[config.mk]
export PLATFORM = sky130hd
export DESIGN_NAME = bram_fifo_ctrl
export DESIGN_NICKNAME = d
export VERILOG_FILES = /design/src/rtl/fifo_pkg.sv /design/src/rtl/fifo_ptr.sv /design/src/rtl/bram_fifo_ctrl.sv
export SDC_FILE = /design/constraint.sdc
export NUM_CORES = 1
export LEC_CHECK = 0
export ABC_AREA = 1
export CORE_MARGIN = 5
export CORE_UTILIZATION = 51
export DETAILED_ROUTE_END_ITERATION = 8
export GPL_TIMING_DRIVEN = 1
export MAX_ROUTING_LAYER = met4
export PLACE_DENSITY = 0.76
export RECOVER_POWER = 25
export SLEW_MARGIN = 20
export SYNTH_ARGS = -nofsm -noshare
export SYNTH_HDL_FRONTEND = slang
export SYNTH_SLANG_ARGS = --single-unit
[constraint.sdc]
create_clock -name Clk -period 2.55 [get_ports Clk]
set_clock_uncertainty 0.2 [all_clocks]
set_input_delay 0.3825 -clock Clk [delete_from_list [all_inputs] [get_ports Clk]]
set_output_delay 0.3825 -clock Clk [all_outputs]
set_load 0.02 [all_outputs]
[src/rtl/fifo_pkg.sv]
// Shared constants and fill-level state encoding for the BRAM FIFO controller.
package fifo_pkg;

    localparam int ADDR_W_DEFAULT = 5;
    localparam int DEPTH          = 2 ** ADDR_W_DEFAULT;

    typedef enum logic [1:0] {
        S_EMPTY = 2'd0,
        S_PART  = 2'd1,
        S_FULL  = 2'd2
    } fill_state_e;

endpackage

[src/rtl/fifo_ptr.sv]
// Wrap-around pointer: W-bit counter, MSB acts as the lap bit when W = ADDR_W+1.
module fifo_ptr #(
    parameter int W = 6
) (
    input  logic         clk,
    input  logic         rst_n,
    input  logic         en,
    output logic [W-1:0] ptr
);

    logic [W-1:0] ptr_d;
    logic [W-1:0] ptr_q;

    always_comb begin
        ptr_d = en ? ptr_q + W'(1) : ptr_q;
    end

    // NOTE: sequential state uses non-blocking assignments so every flop samples pre-edge values.
    always_ff @(posedge clk or negedge rst_n) begin
        if (!rst_n) ptr_q <= '0;
        else        ptr_q <= ptr_d;
    end

    assign ptr = ptr_q;

endmodule

[src/rtl/bram_fifo_ctrl.sv]
// Pointer/flag controller that turns a 32x8 dual-port RAM into a synchronous FIFO.
// Optional sticky Overflow/Underflow flags with Clr_err when BRAM_FIFO_ERR_FLAGS_EN is defined.
module bram_fifo_ctrl
    import fifo_pkg::*;
#(
    parameter int ADDR_W   = ADDR_W_DEFAULT,
    parameter int AF_LEVEL = 28,
    parameter int AE_LEVEL = 4
) (
    input  logic              Clk,
    input  logic              Reset_n,
    input  logic              Wr,
    input  logic              Rd,
`ifdef BRAM_FIFO_ERR_FLAGS_EN
    input  logic              Clr_err,
    output logic              Overflow,
    output logic              Underflow,
`endif
    output logic              WR_en,
    output logic [ADDR_W-1:0] Write_addr,
    output logic [ADDR_W-1:0] Read_addr,
    output logic              Full,
    output logic              Empty,
    output logic              Almost_full,
    output logic              Almost_empty,
    output logic [ADDR_W:0]   Count
);

    localparam int           CW      = ADDR_W + 1;
    localparam logic [CW-1:0] DEPTH_C = CW'(2 ** ADDR_W);
    localparam logic [CW-1:0] AF_C    = CW'(AF_LEVEL);
    localparam logic [CW-1:0] AE_C    = CW'(AE_LEVEL);

    fill_state_e   state_q, state_d;
    logic [CW-1:0] count_q, count_d;
    logic          af_q, af_d;
    logic          ae_q, ae_d;
    logic          push_ok, pop_ok;
    logic [CW-1:0] wr_ptr, rd_ptr;
    logic          full, empty;

    assign full  = (state_q == S_FULL);
    assign empty = (state_q == S_EMPTY);

    // Reset_n gates the write strobe so the RAM cannot be written while reset is held.
    assign push_ok = Reset_n & Wr & (~full | Rd);
    assign pop_ok  = Rd & ~empty;

    // NOTE: every always_comb output gets a default first, so no path can infer a latch.
    always_comb begin
        count_d = count_q;
        state_d = state_q;

        unique case ({push_ok, pop_ok})
            2'b10:   count_d = count_q + CW'(1);
            2'b01:   count_d = count_q - CW'(1);
            default: count_d = count_q;
        endcase

        unique case (state_q)
            S_EMPTY: if (push_ok) state_d = S_PART;
            S_PART: begin
                if (push_ok && !pop_ok && count_q == DEPTH_C - CW'(1))
                    state_d = S_FULL;
                else if (pop_ok && !push_ok && count_q == CW'(1))
                    state_d = S_EMPTY;
            end
            S_FULL:  if (pop_ok && !push_ok) state_d = S_PART;
            default: state_d = S_EMPTY;
        endcase

        af_d = (count_d >= AF_C);
        ae_d = (count_d <= AE_C);
    end

    always_ff @(posedge Clk or negedge Reset_n) begin
        if (!Reset_n) begin
            state_q <= S_EMPTY;
            count_q <= '0;
            af_q    <= 1'b0;
            ae_q    <= 1'b1;
        end else begin
            state_q <= state_d;
            count_q <= count_d;
            af_q    <= af_d;
            ae_q    <= ae_d;
        end
    end

    fifo_ptr #(.W(CW)) u_wr_ptr (
        .clk   (Clk),
        .rst_n (Reset_n),
        .en    (push_ok),
        .ptr   (wr_ptr)
    );

    fifo_ptr #(.W(CW)) u_rd_ptr (
        .clk   (Clk),
        .rst_n (Reset_n),
        .en    (pop_ok),
        .ptr   (rd_ptr)
    );

`ifdef BRAM_FIFO_ERR_FLAGS_EN
    logic overflow_q, overflow_d;
    logic underflow_q, underflow_d;

    // A set event in the same cycle as Clr_err wins.
    always_comb begin
        overflow_d  = (overflow_q  & ~Clr_err) | (Wr & full & ~Rd);
        underflow_d = (underflow_q & ~Clr_err) | (Rd & empty);
    end

    always_ff @(posedge Clk or negedge Reset_n) begin
        if (!Reset_n) begin
            overflow_q  <= 1'b0;
            underflow_q <= 1'b0;
        end else begin
            overflow_q  <= overflow_d;
            underflow_q <= underflow_d;
        end
    end

    assign Overflow  = overflow_q;
    assign Underflow = underflow_q;
`endif

    assign WR_en        = push_ok;
    assign Write_addr   = wr_ptr[ADDR_W-1:0];
    assign Read_addr    = rd_ptr[ADDR_W-1:0];
    assign Full         = full;
    assign Empty        = empty;
    assign Almost_full  = af_q;
    assign Almost_empty = ae_q;
    assign Count        = count_q;

endmodule

==> impl_metrics.yaml, run 1 <==
status:
  status: "complete, no violations"
final_layout:
  num_antenna_cells: 0
  final_core_util_pct: 65.2
  fin_nets: 197
  area_growth_pct: 25.3
  stdcell_area_sq_mm: 0.00157
  drive_above_1_share_pct: 13.5
  finalNonFillerCells: 215
global_route:
  grt_pass1_vias: 1103
  grt-ovfl-total: 0
  antenna_found_initial: 0
  grt_pass1_wl_mm: 4.89
  grt_max_degree: 21
  grtUsageTotal_pct: 18.9
synth:
  syn-num-nets: 169
  synth_async_sr_flop_share_pct: 100
  ys_types: 29
  synth-edff-count: 0
  ys_seq_area_share_pct: 40.0
  synth_cells: 158
  yosys_warnings: 0
  syn_area_sq_mm: 0.00125
  ys.flop_type: "dfrtp_1"
  synth_seq_cells: 20
  synth.avg_cell_area_sq_um: 7.93
detailed_routing:
  num_vias: 1129
  drcViolationCount: 0
  first_pass_iters: 4
  routedWlPerCell_microns: 13.5
  vias_per_cell: 5.25
  drt-initial-drc-count: 46
  ant_nets: 0
  routed_wl_mm: 2.90
clock_network:
  insertion_delay_ns: 0.32
  root_buffer: "clkbuf_4"
  h-tree-depth: 1
  cts_tree: "yes"
  cts_buffers: 3
  clkTransAtPathRegs_ns: 0.12
  cts_hold_buffers: 0
  cts_sinks: 20
  postCtsSetupBuffers: 0
  cts_buffer_depth: 2
  cts_resized: 0
critical_path:
  slowest_delay_ns: 0.62
  cp.arrival_ns: 1.83
  cp_slowest_cell: "clkdlybuf4s50_1"
  critical_path_class: "in2out"
  start_kind: "primary input"
  critPathRequiredTime_ns: 1.97
  crit_family: "buffers and inverters"
  end_kind: "output port"
  worstPathCellList: "clkdlybuf4s50_1 > nand2_1 > inv_1 > nand2_2 > inv_1 > clkdlybuf4s50_1"
  critPathBufInv: 4
  crit_fanout: 6
flow_run:
  max_cap_violations: 0
sta:
  drv_slew: 0
  rsz0062_at_grt: "false"
  relSlewSlack_pct: 30.6
  tns_ns: 0
  timing.final.hold_violations: 0
  worstMarginPinSlew_ns: 1.04
  finalSetupViolCount: 0
  max_freq_ghz: 0.414
  min_period_ns: 2.41
  fin_crit_sh_pct: 94.7
power:
  clkPwrFrac_pct: 13.2
  p_sw_share_pct: 46.4
  power.static_leakage_nw: 0.779
  pwr-share-seq_pct: 33.5
  switching_power_mw: 0.950
  p_int_mw: 1.10
  comb_power_share_pct: 53.3
  power.density_mw_per_mm2: 1300
  ir_drop_mv: 0.917
floorplanning:
  dieArea_sq_mm: 0.00355
  core_sq_mm: 0.00241
  die_w_microns: 59.6
  start_util_pct: 52.0
  io_pins: 25
  rows: 18
  die_h_microns: 59.6
placement:
  dpl_cell_area_sq_mm: 0.00152
  io_buffers: 24
  hpwl_mm: 2.22
  finalWeightedCongestion: 0.897
  dp_cells: 211
min_path:
  hold_class: "reg2reg"
## layout make-up
cell class | count | area (sq um)
Clock buffer | 3 | 22.5
Fill cell | 203 | 838
Sequential cell | 20 | 502
Tap cell | 30 | 37.5
Clock inverter | 1 | 30.0
Timing Repair Buffer | 26 | 251
Inverter | 27 | 101
Multi-Input combinational cell | 108 | 627
## worst reg2reg max path: cells and delay by family (launching register included)
family / cells / cell delay, ns
and+or+nand+nor: 7 / 0.66
DFF: 1 / 0.44
adders and majority gates: 1 / 0.40
AOI/OAI and AO/OA: 2 / 0.24
buffers and inverters: 2 / 0.18
## cells in the mapped netlist, types with 2 or more instances
| cell | instances | area, sq um |
|---|---|---|
| dfrtp_1 | 19 | 475 |
| inv_2 | 5 | 18.8 |
| nor2_1 | 8 | 30.0 |
| nand2_1 | 39 | 146 |
| nor2_2 | 2 | 12.5 |
| nand4_1 | 5 | 31.3 |
| o21ai_0 | 4 | 20.0 |
| xnor2_1 | 5 | 43.8 |
| inv_1 | 21 | 78.8 |
| nand2_2 | 6 | 37.5 |
| ha_1 | 7 | 87.6 |
| nand3_1 | 18 | 90.1 |
| xor2_1 | 3 | 26.3 |
## power by group through the flow
stage | sequential, mW | combinational [mW] | clock (mW)
after CTS | 0.684 | 1.10 | 0.273
after global routing | 0.714 | 1.21 | 0.282
final | 0.687 | 1.09 | 0.270
after floorplan | 0.781 | 0.566 | 0
after global placement | 0.678 | 1.07 | 0
after detailed placement | 0.691 | 1.09 | 0
## state kept, by name, indices dropped and copies added (netlist names)
register      cells
Almost_empty      1
Count             6
u_wr_ptr.ptr      5
state_q           2
u_rd_ptr.ptr      5
Almost_full       1
## through the flow
stage          worst slack [ns]  total power [mW]  hold WS, ns
2_1_floorplan             0.350              1.35       -0.113
3_3_place_gp              0.151              1.75        0.260
3_5_place_dp              0.125              1.79        0.266
4_1_cts                   0.126              2.06        0.224
5_1_grt                  0.0406              2.20        0.306
6_report                  0.136              2.05        0.284
## per-layer routing
layer / wire [microns] / up-vias / track usage (%)
li1: - / 546 / -
met1: 1260 / 543 / 23.4
met2: 1420 / 34 / 30.7
met3: 153 / 6 / 2.18
met4: 56 / 0 / 8.86
met5: 0 / - / -
## cells by family (layout without fill, tap and decap cells)
family	count (synthesis)	count (layout)	share of synthesized area [%]
buffers and inverters	30	57	9.98
adder cells (fa/ha/maj)	7	7	6.99
AND/OR/NAND/NOR	84	84	32.9
AO/OA/AOI/OAI	9	9	4.49
XOR/XNOR	8	8	5.59
flip-flops	20	20	40.0
## cell usage in the layout (no fill, tap or decap), types with 2 or more instances in the layout
cell type and n:
o21ai_0 4, xor2_1 3, xnor2_1 5, inv_2 5, nand2_2 6, ha_1 7
nand2_1 39, dfrtp_1 19, nand3_1 18, nor2_2 2, inv_1 21, clkdlybuf4s50_1 24
clkbuf_4 3, nand4_1 5, nor2_1 8
## final timing paths
kind	cells after the start	to	slack (ns)	startpoint
setup / recovery	6	WR_en	0.14	Reset_n
hold / removal	1	u_wr_ptr.ptr[4]$_DFFE_PN0P_	0.28	u_wr_ptr.ptr[4]$_DFFE_PN0P_
setup reg to reg	12	Almost_empty$_DFF_PN1_	0.37	state_q[0]$_DFFE_PN0P_
hold reg to reg	1	u_wr_ptr.ptr[4]$_DFFE_PN0P_	0.28	u_wr_ptr.ptr[4]$_DFFE_PN0P_
max in group asynchronous	2	Count[3]$_DFF_PN0_	1.01	Reset_n
min in group asynchronous	2	state_q[0]$_DFFE_PN0P_	0.51	Reset_n
Power figures use the tool's default switching activity.
==> run 2: changes to the inputs <==
--- a/config.mk
+++ b/config.mk
@@ -7,13 +7,15 @@
 export LEC_CHECK = 0
 export ABC_AREA = 1
 export CORE_MARGIN = 5
-export CORE_UTILIZATION = 51
+export CORE_UTILIZATION = 52
 export DETAILED_ROUTE_END_ITERATION = 8
 export GPL_TIMING_DRIVEN = 1
 export MAX_ROUTING_LAYER = met4
 export PLACE_DENSITY = 0.76
 export RECOVER_POWER = 25
+export SETUP_SLACK_MARGIN = 0.1
 export SLEW_MARGIN = 20
 export SYNTH_ARGS = -nofsm -noshare
 export SYNTH_HDL_FRONTEND = slang
+export SYNTH_HIERARCHICAL = 1
 export SYNTH_SLANG_ARGS = --single-unit
==> impl_metrics.yaml, run 2 <==
synth:
  syn_area_sq_mm: 0.00127
  syn-num-nets: 176
  synth_cells: 165
  yosys_warnings: 6
  synth.avg_cell_area_sq_um: 7.70
sta:
  max_freq_ghz: 0.433
  drv_slew: 0
  fin_crit_sh_pct: 90.5
  worstMarginPinSlew_ns: 1.09
  relSlewSlack_pct: 27.1
  rsz0062_at_grt: "false"
  setup_ws_ns: 0.241
  timing.final.hold_violations: 0
  min_period_ns: 2.31
  tns_ns: 0
  finalSetupViolCount: 0
power:
  ir_drop_mv: 0.820
  power.density_mw_per_mm2: 1320
  power.static_leakage_nw: 0.794
final_layout:
  final_cell_mix: "nand2_1 (45), inv_1 (22), clkdlybuf4s50_1 (22)"
  largest_reg_flops: 6
  fin_nets: 206
  nFillCells: 212
  num_antenna_cells: 0
  drive_above_1_share_pct: 14.9
  area_growth_pct: 26.3
  final_common_cell: "nand2_1"
  finalNonFillerCells: 224
detailed_routing:
  first_pass_iters: 4
  routedWlPerCell_microns: 12.8
  drcViolationCount: 0
  ant_nets: 0
  routed_wl_mm: 2.86
  num_vias: 1153
  vias_per_cell: 5.15
  drt-initial-drc-count: 36
clock_network:
  root_buffer: "clkbuf_4"
  insertion_delay_ns: 0.30
  cts_buffer_depth: 2
  cts_sinks: 20
  cts_tree: "yes"
  clkTransAtPathRegs_ns: 0.12
  h-tree-depth: 1
  cts_buffers: 3
  postCtsSetupBuffers: 0
critical_path:
  end_kind: "output port"
  cp.arrival_ns: 1.73
  crit_fanout: 12
  rrSetupSlack_ns: 0.44
  critical_path_class: "reg2out"
  critPathRequiredTime_ns: 1.97
  cp_slowest_cell: "clkdlybuf4s50_1"
  slowest_delay_ns: 0.72
  start_kind: "register"
  critPathBufInv: 1
  worstPathCellList: "clkdlybuf4s50_1"
  crit_family: "buffers and inverters"
placement:
  dp_slack_ns: 0.157
  dp_cells: 220
  hpwl_mm: 2.12
  finalWeightedCongestion: 1.00
  io_buffers: 24
floorplanning:
  start_util_pct: 52.8
  core_sq_mm: 0.00241
  rows: 18
  die_w_microns: 59.4
  dieArea_sq_mm: 0.00353
  die_h_microns: 59.4
  io_pins: 25
global_route:
  grt_pass1_wl_mm: 4.79
  grt_max_degree: 21
  grt_pass1_vias: 1126
  antenna_found_initial: 0
  grt-ovfl-total: 0
  grtUsageTotal_pct: 18.4
flow_run:
  max_cap_violations: 0
min_path:
  hold_class: "reg2reg"
status:
  status: "complete, no violations"
==> run 2: what timing repair did <==
item	4_1_cts	5_1_grt
setup endpoints to repair	0	1
hold buffers	0	0
resized for setup	0	2
==> run 2: path summary, 6_finish.rpt <==
path	from	endpoint	cells after the start
setup reg to reg	state_q[0]$_DFFE_PN0P_	Almost_empty$_DFF_PN1_	11
hold / removal	u_rd_ptr/ptr[4]$_DFFE_PN0P_	u_rd_ptr/ptr[4]$_DFFE_PN0P_	2
min in group asynchronous	Reset_n	u_rd_ptr/ptr[0]$_DFFE_PN0P_	2
setup / recovery	Count[2]$_DFF_PN0_	Count[2]	1
max in group asynchronous	Reset_n	u_wr_ptr/ptr[4]$_DFFE_PN0P_	2
hold reg to reg	u_rd_ptr/ptr[4]$_DFFE_PN0P_	u_rd_ptr/ptr[4]$_DFFE_PN0P_	2
==> run 2: per-stage QoR <==
step / utilization, % / hold slack (ns) / cell area [sq um] / total power, mW
2_1_floorplan: - / -0.113 / 1270 / 1.41
3_3_place_gp: 64.4 / 0.268 / 1550 / 1.80
3_5_place_dp: 64.4 / 0.273 / 1550 / 1.85
4_1_cts: 66.6 / 0.276 / 1600 / 2.12
5_1_grt: 66.6 / 0.362 / 1610 / 2.27
6_report: 66.6 / 0.303 / 1610 / 2.11
==> run 2: layout make-up <==
class | count | area, sq um | share of cell area [%]
clock buffers | 3 | 22.5 | 1.40
clock inverters | 1 | 30.0 | 1.87
inverters | 24 | 90.1 | 5.61
multi-input cells | 118 | 654 | 40.8
flip-flops and latches | 20 | 502 | 31.3
well taps | 30 | 37.5 | 2.34
repair buffers | 28 | 269 | 16.8
==> run 2: routing by layer <==
metal / track usage [%] / wire, microns / vias up
met5: - / 0 / -
met4: 7.44 / 40 / 0
met3: 2.83 / 155 / 4
met2: 31.2 / 1430 / 37
met1: 21.6 / 1240 / 532
li1: - / - / 580
==> run 2: report_power, final <==
| part | switching [mW] | internal, mW |
|---|---|---|
| clock network | 0.101 | 0.159 |
| registers | 0.234 | 0.465 |
| logic | 0.647 | 0.508 |
| total | 0.982 | 1.13 |
==> run 2: tightest hold or removal path: stages (launching register included) <==
cell	delay, ns
dfrtp_1	0.38
nand2_1	0.06
nand2_1	0.05
